## src/rtl/imem_pkg.sv

```systemverilog
// Shared types and constants for the instruction-memory loader.
package imem_pkg;

  localparam int XLEN           = 32;
  localparam int BYTES_PER_WORD = 4;
  localparam int IDX_W          = $clog2(BYTES_PER_WORD);

  typedef enum logic [1:0] {
    ST_IDLE  = 2'd0,
    ST_LOAD  = 2'd1,
    ST_WRITE = 2'd2,
    ST_DONE  = 2'd3
  } state_t;

endpackage

```

## src/rtl/imem_byte_packer.sv

```systemverilog
// Assembles a little-endian byte stream into XLEN-bit words; byte k lands in
// bits [8k+7:8k]. Clearing zeroes the register so partial words pad with 0.
module imem_byte_packer
  import imem_pkg::*;
(
  input  logic            clk,
  input  logic            rst_n,
  input  logic            clear,
  input  logic            accept,
  input  logic [7:0]      byte_data,
  output logic            word_full,
  output logic [XLEN-1:0] word
);

  logic [IDX_W-1:0] idx_reg;
  logic [XLEN-1:0]  asm_reg;

  always_ff @(posedge clk or negedge rst_n) begin
    if (!rst_n) begin
      idx_reg <= '0;
      asm_reg <= '0;
    end else if (clear) begin
      idx_reg <= '0;
      asm_reg <= '0;
    end else if (accept) begin
      asm_reg[8*idx_reg +: 8] <= byte_data;
      idx_reg                 <= idx_reg + 1'b1;
    end
  end

  // High while the next accepted byte completes the word.
  assign word_full = (idx_reg == IDX_W'(BYTES_PER_WORD - 1));
  assign word      = asm_reg;

endmodule

```

## src/rtl/imem_loader.sv

```systemverilog
// Streams program bytes into instruction memory one word at a time.
// Optional LOADER_CHECKSUM_EN adds an XOR checksum of the words written.
module imem_loader
  import imem_pkg::*;
#(
  parameter int              DEPTH     = 256,
  parameter logic [XLEN-1:0] BASE_ADDR = 32'h0000_0000
) (
  input  logic                   clk,
  input  logic                   rst_n,
  input  logic                   start,
  input  logic                   byte_valid,
  input  logic [7:0]             byte_data,
  input  logic                   byte_last,
  output logic                   byte_ready,
  output logic                   mem_we,
  output logic [XLEN-1:0]        mem_addr,
  output logic [XLEN-1:0]        mem_wdata,
  output logic                   busy,
  output logic                   done,
  output logic                   overflow,
  output logic [$clog2(DEPTH):0] word_count
`ifdef LOADER_CHECKSUM_EN
  ,
  output logic [XLEN-1:0]        checksum
`endif
);

  localparam int            CW         = $clog2(DEPTH) + 1;
  localparam logic [CW-1:0] FULL_COUNT = CW'(DEPTH);

  state_t          state_reg, state_next;
  logic [CW-1:0]   count_reg;
  logic            last_reg;
  logic            overflow_reg;
  logic            session_start;
  logic            accept;
  logic            at_capacity;
  logic            word_full;
  logic            packer_clear;
  logic [XLEN-1:0] word;

  assign session_start = start && (state_reg == ST_IDLE || state_reg == ST_DONE);
  assign accept        = byte_valid && (state_reg == ST_LOAD);
  assign at_capacity   = (count_reg == FULL_COUNT);
  assign packer_clear  = session_start || (state_reg == ST_WRITE);

  imem_byte_packer u_packer (
    .clk       (clk),
    .rst_n     (rst_n),
    .clear     (packer_clear),
    .accept    (accept),
    .byte_data (byte_data),
    .word_full (word_full),
    .word      (word)
  );

  always_ff @(posedge clk or negedge rst_n) begin
    if (!rst_n) state_reg <= ST_IDLE;
    else        state_reg <= state_next;
  end

  always_comb begin
    state_next = state_reg;
    case (state_reg)
      ST_IDLE, ST_DONE: if (start) state_next = ST_LOAD;
      ST_LOAD:          if (accept && (word_full || byte_last)) state_next = ST_WRITE;
      ST_WRITE:         state_next = (at_capacity || last_reg) ? ST_DONE : ST_LOAD;
      default:          state_next = ST_IDLE;
    endcase
  end

  always_comb begin
    byte_ready = (state_reg == ST_LOAD);
    busy       = (state_reg == ST_LOAD) || (state_reg == ST_WRITE);
    done       = (state_reg == ST_DONE);
    mem_we     = (state_reg == ST_WRITE) && !at_capacity;
    mem_addr   = '0;
    mem_wdata  = '0;
    if (mem_we) begin
      mem_addr  = BASE_ADDR + (XLEN'(count_reg) << 2);
      mem_wdata = word;
    end
  end

  // A WRITE at capacity is the overflow point: the word is dropped, not written.
  always_ff @(posedge clk or negedge rst_n) begin
    if (!rst_n) begin
      count_reg    <= '0;
      last_reg     <= 1'b0;
      overflow_reg <= 1'b0;
    end else if (session_start) begin
      count_reg    <= '0;
      last_reg     <= 1'b0;
      overflow_reg <= 1'b0;
    end else begin
      if (accept && byte_last) last_reg <= 1'b1;
      if (state_reg == ST_WRITE) begin
        if (at_capacity) overflow_reg <= 1'b1;
        else             count_reg    <= count_reg + 1'b1;
      end
    end
  end

  assign overflow   = overflow_reg;
  assign word_count = count_reg;

`ifdef LOADER_CHECKSUM_EN
  logic [XLEN-1:0] checksum_reg;

  always_ff @(posedge clk or negedge rst_n) begin
    if (!rst_n)             checksum_reg <= '0;
    else if (session_start) checksum_reg <= '0;
    else if (mem_we)        checksum_reg <= checksum_reg ^ word;
  end

  assign checksum = checksum_reg;
`endif

endmodule

```

## config.mk

```make
export PLATFORM = sky130hd
export DESIGN_NAME = imem_loader
export DESIGN_NICKNAME = d
export VERILOG_FILES = /design/src/rtl/imem_pkg.sv /design/src/rtl/imem_byte_packer.sv /design/src/rtl/imem_loader.sv
export SDC_FILE = /design/constraint.sdc
export NUM_CORES = 1
export LEC_CHECK = 0
export CORE_ASPECT_RATIO = 0.75
export CORE_MARGIN = 2
export CORE_UTILIZATION = 49
export CTS_CLUSTER_SIZE = 8
export DETAILED_ROUTE_END_ITERATION = 16
export PLACE_DENSITY = 0.92
export SLEW_MARGIN = 5
export SYNTH_ARGS = -nofsm -noshare
export SYNTH_HDL_FRONTEND = slang
export SYNTH_SLANG_ARGS = --single-unit
```

## constraint.sdc

```tcl
create_clock -name clk -period 3.1 [get_ports clk]
set_input_delay 0.62 -clock clk [delete_from_list [all_inputs] [get_ports clk]]
set_output_delay 0.62 -clock clk [all_outputs]
set_load 0.02 [all_outputs]
```

# Word level (Yosys, flattened, before mapping)
# Index checks and enable logic that the tools add are counted.
dict set report word_totals {
  ff_bits 47
  in_bits 13
}
dict set report op_classes {
  shifts 2
  n_mux 19
  reduce_logical 20
  add_sub_neg 3
  eq_ne 8
}
# cell count
set ops {}
lappend ops {{$mux 32} 3}
lappend ops {{$neg 5->34} 1}
lappend ops {{$shift 8x34->32 const A} 1}
lappend ops {{$shiftx 8x34->32} 1}
lappend ops {{$bwmux 32} 1}
lappend ops {{$mux 9} 3}
lappend ops {{$mux 11} 1}
lappend ops {{$mux 2} 5}
lappend ops {{$add 9x1->9 const B} 1}
lappend ops {{$eq 9x9->1 const B} 1}
lappend ops {{$reduce_bool 2->1} 4}
lappend ops {{$eq 2x2->1 const B} 3}
lappend ops {{$pmux 2 s3} 1}
lappend ops {{$reduce_and 2->1} 3}
lappend ops {{$logic_and 1x1->1} 5}
lappend ops {{$logic_or 1x1->1} 5}
lappend ops {{$mux 1} 5}
lappend ops {{$ne 2x2->1 const B} 2}
lappend ops {{$add 2x1->2 const B} 1}
lappend ops {{$eq 2x1->1 const B} 1}
lappend ops {{$logic_not 2->1} 1}
lappend ops {{$ne 2x1->1 const B} 1}
lappend ops {{$reduce_or 2->1} 1}
lappend ops {{$logic_not 1->1} 1}

# Logic depth before layout (Yosys ltp)
dict set report logic_depth {
  depth_word 5
  mapped_depth 8
}

# Hierarchy
# Synthesis repeated with hierarchy kept, for this count alone.
dict set report unflattened {
  cells_unflattened 275
  hier_area_um2 2871.5
}
# module cells_each area_per_inst_um2 instances seq_area_each_um2
set modules_own_cells {}
lappend modules_own_cells {imem_byte_packer 124 1576.5 1 850.8}
lappend modules_own_cells {imem_loader 151 1295.0 1 325.3}

# Worst setup path before layout
# OpenSTA, ideal clock, no wires.
dict set report synth_path {
  kind {flip-flop to output port}
  startpoint {register count_reg[2] (netlist: word_count[2])}
  endpoint {output mem_wdata[11]}
  stages_incl_launch_ff 6
  arrival_time_ps 1826
  setup_slack_ps 654
  cell_sequence {dfrtp_1 > or4_4 > o41a_1 > buf_6 > buf_8 > and2_1}
}
dict set report synth_via {
  elab_chain_cells 4
}
# element line
set synth_lines {}
lappend synth_lines {{start: declaration} imem_loader.sv:33} ;# logic [CW-1:0] count_reg;
lappend synth_lines {{start signal: assignment} imem_loader.sv:100} ;# else count_reg <= count_reg + 1'b1;
lappend synth_lines {{$eq 9x9->1} imem_loader.sv:45} ;# assign at_capacity = (count_reg == FULL_COUNT);
lappend synth_lines {{$logic_not 1->1} imem_loader.sv:77} ;# mem_we = (state_reg == ST_WRITE) && !at_capacity;
lappend synth_lines {{$logic_and 1x1->1} imem_loader.sv:77}
lappend synth_lines {{$mux 32} imem_loader.sv:80} ;# if (mem_we) begin
lappend synth_lines {{end: declaration} imem_loader.sv:18} ;# output logic [XLEN-1:0] mem_wdata,
# No other way between the ends.

# Final worst setup path
dict set report layout_path {
  startpoint {register count_reg[3] (netlist: word_count[3])}
  endpoint {output mem_we}
}
dict set report layout_via {
  elab_chain_cells 3
}
# element line
set layout_lines {}
lappend layout_lines {{$eq 9x9->1} imem_loader.sv:45}
lappend layout_lines {{$logic_not 1->1} imem_loader.sv:77}
lappend layout_lines {{$logic_and 1x1->1} imem_loader.sv:77}
lappend layout_lines {{end: declaration} imem_loader.sv:16} ;# output logic mem_we,
# No other way between the ends.

==> results_dict.tcl <==
set metrics [dict create \
    slowest_delay_ns 0.55 \
    p_leak_nw 1.70 \
    holdWs_ns 0.494 \
    area_delta_synth_final_pct 28.1 \
    synth_compound_area_frac 0.155 \
    wl_per_cell_um 15.7 \
    largest_reg_flops 32 \
    drv_slew 0 \
    startpoint "word_count[3]" \
    synth-async-reset-ratio 1.00 \
    clock_latency_ns 0.30 \
    synth-seq-cells 47 \
    cpLargestDelayFamily "buffers and inverters" \
    synth_top_family_by_area "simple AND/OR/NAND/NOR gates" \
    start_kind "register" \
    htree_levels 2 \
    final-hold-violation-count 0 \
    fp.dieW_um 87.9 \
    synthMuxAreaShare 0.00387 \
    core_area_um2 4980 \
    clock-sinks 47 \
    cp.arrival_ns 2.40 \
    path_class "reg2out" \
    pin_count 91 \
    worstSetupEndpointType "output port" \
    die_area_um2 5880 \
    clock_skew_ns 0.00520 \
    synth-edff-count 0 \
    setup_viol 0 \
    reg2reg_slack_ns 0.75 \
    fin_tns_setup_ns 0 \
    vias 1991 \
    ys_seq_area_frac 0.455 \
    fin_nets 333 \
    stdcell_area_um2 3310 \
    yosysTopAreaCell "dfrtp_1" \
    ys_warn_count 0 \
    cts_root_buffer "clkbuf_8" \
    drtIter0Drc 86 \
    synth_cell_type_count 36 \
    grt_pass1_wl_um 9640 \
    grt_max_degree 48 \
    ys.flop_type "dfrtp_1" \
    synth_xor_area_frac 0.0203 \
    firstDrtPassIters 4 \
    postRouteAntennaNets 0 \
    grt_pass1_vias 1942 \
    overflow 0 \
    clock_path_buffers 2 \
    rsz0062_at_grt "no" \
    route.detailed.drc 0 \
    post-route-period-util 0.973 \
    path_buf_inv 2 \
    dp_slack_ns 0.254 \
    grt_antenna_before_repair 0 \
    setup_slack_ns 0.0837 \
    worst-path-max-fanout 36 \
    cts_hold_buffers 0 \
    cts_tree "built" \
    slew_headroom 0.321 \
    cellPowerDensity_nw_per_um2 578 \
    dpl.hpwl_um 4320 \
    num_antenna_cells 0 \
    tightest_slew_ns 1.02 \
    numCtsBuffers 5 \
    drive_gt1_frac 0.151 \
    routed_via_density 5.20 \
    start_util 0.519 \
    clk_pin_slew_worst_paths_ns 0.09 \
    groute.usage.overall 0.217 \
    synth-simple-area-share 0.205 \
    gp_congestion 0.896 \
    status "completed" \
    wirelength_um 6030 \
    min_path_type "in2async" \
    syn-cell-area_um2 2580 \
    die_h_um 66.9 \
    worstPathRequired_ns 2.48 \
    port_buffers 67 \
    yosys.area_share.adder 0.0484 \
    synth_area_leaders "dfrtp_1 (46%), a22o_1 (11%), and2_4 (8.1%), buf_4 (6.7%), ha_1 (4.8%)" \
    num_rows 22 \
    cp_cell_sequence "or4_4, o41a_1, buf_12, clkdlybuf4s50_1" \
    vdd.ir_drop.worst_uv 289 \
    synthCells 241 \
    fmax_mhz 332 \
    place_area_um2 3230 \
    maxCapViolations 0 \
    synth.avg_cell_area_um2 10.7 \
    period_minus_slack_ns 3.02 \
    rr_startpoint "state_reg[0]" \
    synth_top_area_share 0.455 \
    crit_slowest_cell "clkdlybuf4s50_1" \
]
[area by class of cell]
cell class | instances | area (µm²)
fillers | 385 | 1670
multi-input cells | 173 | 1200
flip-flops and latches | 47 | 1180
repair buffers | 74 | 689
well taps | 72 | 90.1
clock buffers | 6 | 82.6
clock inverters | 2 | 35.0
inverters | 9 | 33.8
[cells by family after synthesis]
group | Yosys count
AOI/OAI and AO/OA | 52
xor gates and xnor gates | 6
adders and majority gates | 10
buffers and inverters | 43
DFF | 47
muxes | 1
other | 1
and+or+nand+nor | 81
[per-stage QoR]
step / cells / power, mW / utilization
6_report: 383 / 1.91 / 0.664
5_1_grt: 383 / 2.02 / 0.664
4_1_cts: 383 / 1.91 / 0.664
3_5_place_dp: 375 / 1.45 / 0.649
3_3_place_gp: 375 / 1.40 / 0.649
2_1_floorplan: 263 / 1.24 / -
[layer usage]
metal  track usage  wire [µm]
met3        0.0347        281
met1         0.299       2700
met5             0          0
met2         0.343       2940
met4        0.0865        108
[report_power, final]
group / internal [mW] / switching [mW] / leakage [nW]
sequential: 0.697 / 0.0677 / 0.646
clock: 0.261 / 0.203 / 0.0612
combinational: 0.243 / 0.441 / 0.992
total: 1.20 / 0.712 / 1.70
[synth_stat cells (6+ instances only)]
cell	count
inv_1	9
nor3_1	6
and2_1	13
ha_1	10
and2_4	24
a22o_1	31
nand2_1	9
clkbuf_1	6
nor2_1	9
a21oi_1	10
dfrtp_1	47
buf_4	23
[path summary, 6_finish.rpt]
kind                                      to  cells after the start
min                             state_reg[0]                      1
max in group asynchronous   u_packer.word[3]                      1
max                                   mem_we                      4
min reg2reg                u_packer.word[11]                      1
min in group clk           u_packer.word[11]                      1
max reg2reg                u_packer.word[10]                      7
[placed cells by master, fill, tap and decap left out, types with 4 or more instances in the layout]
| cell type | Yosys | final |
|---|---|---|
| inv_1 | 9 | 9 |
| ha_1 | 10 | 10 |
| clkbuf_8 | 0 | 6 |
| nor3_1 | 6 | 6 |
| nand2_1 | 9 | 9 |
| dlygate4sd2_1 | 0 | 33 |
| nor2_1 | 9 | 9 |
| dfrtp_1 | 47 | 47 |
| and2_2 | 5 | 5 |
| conb_1 | 1 | 23 |
| a22o_1 | 31 | 31 |
| buf_4 | 23 | 6 |
| and2_4 | 24 | 24 |
| clkdlybuf4s50_1 | 0 | 33 |
| a21oi_1 | 10 | 10 |
| xnor2_1 | 4 | 4 |
| and2_1 | 13 | 13 |
| o21ai_0 | 5 | 5 |
[what timing repair did]
action | 4_1_cts | 5_1_grt
buffers inserted | 0 | 0
gates resized for setup | 33 | 0
setup endpoints to repair | 33 | 0
(Power assumes the default switching activity.)
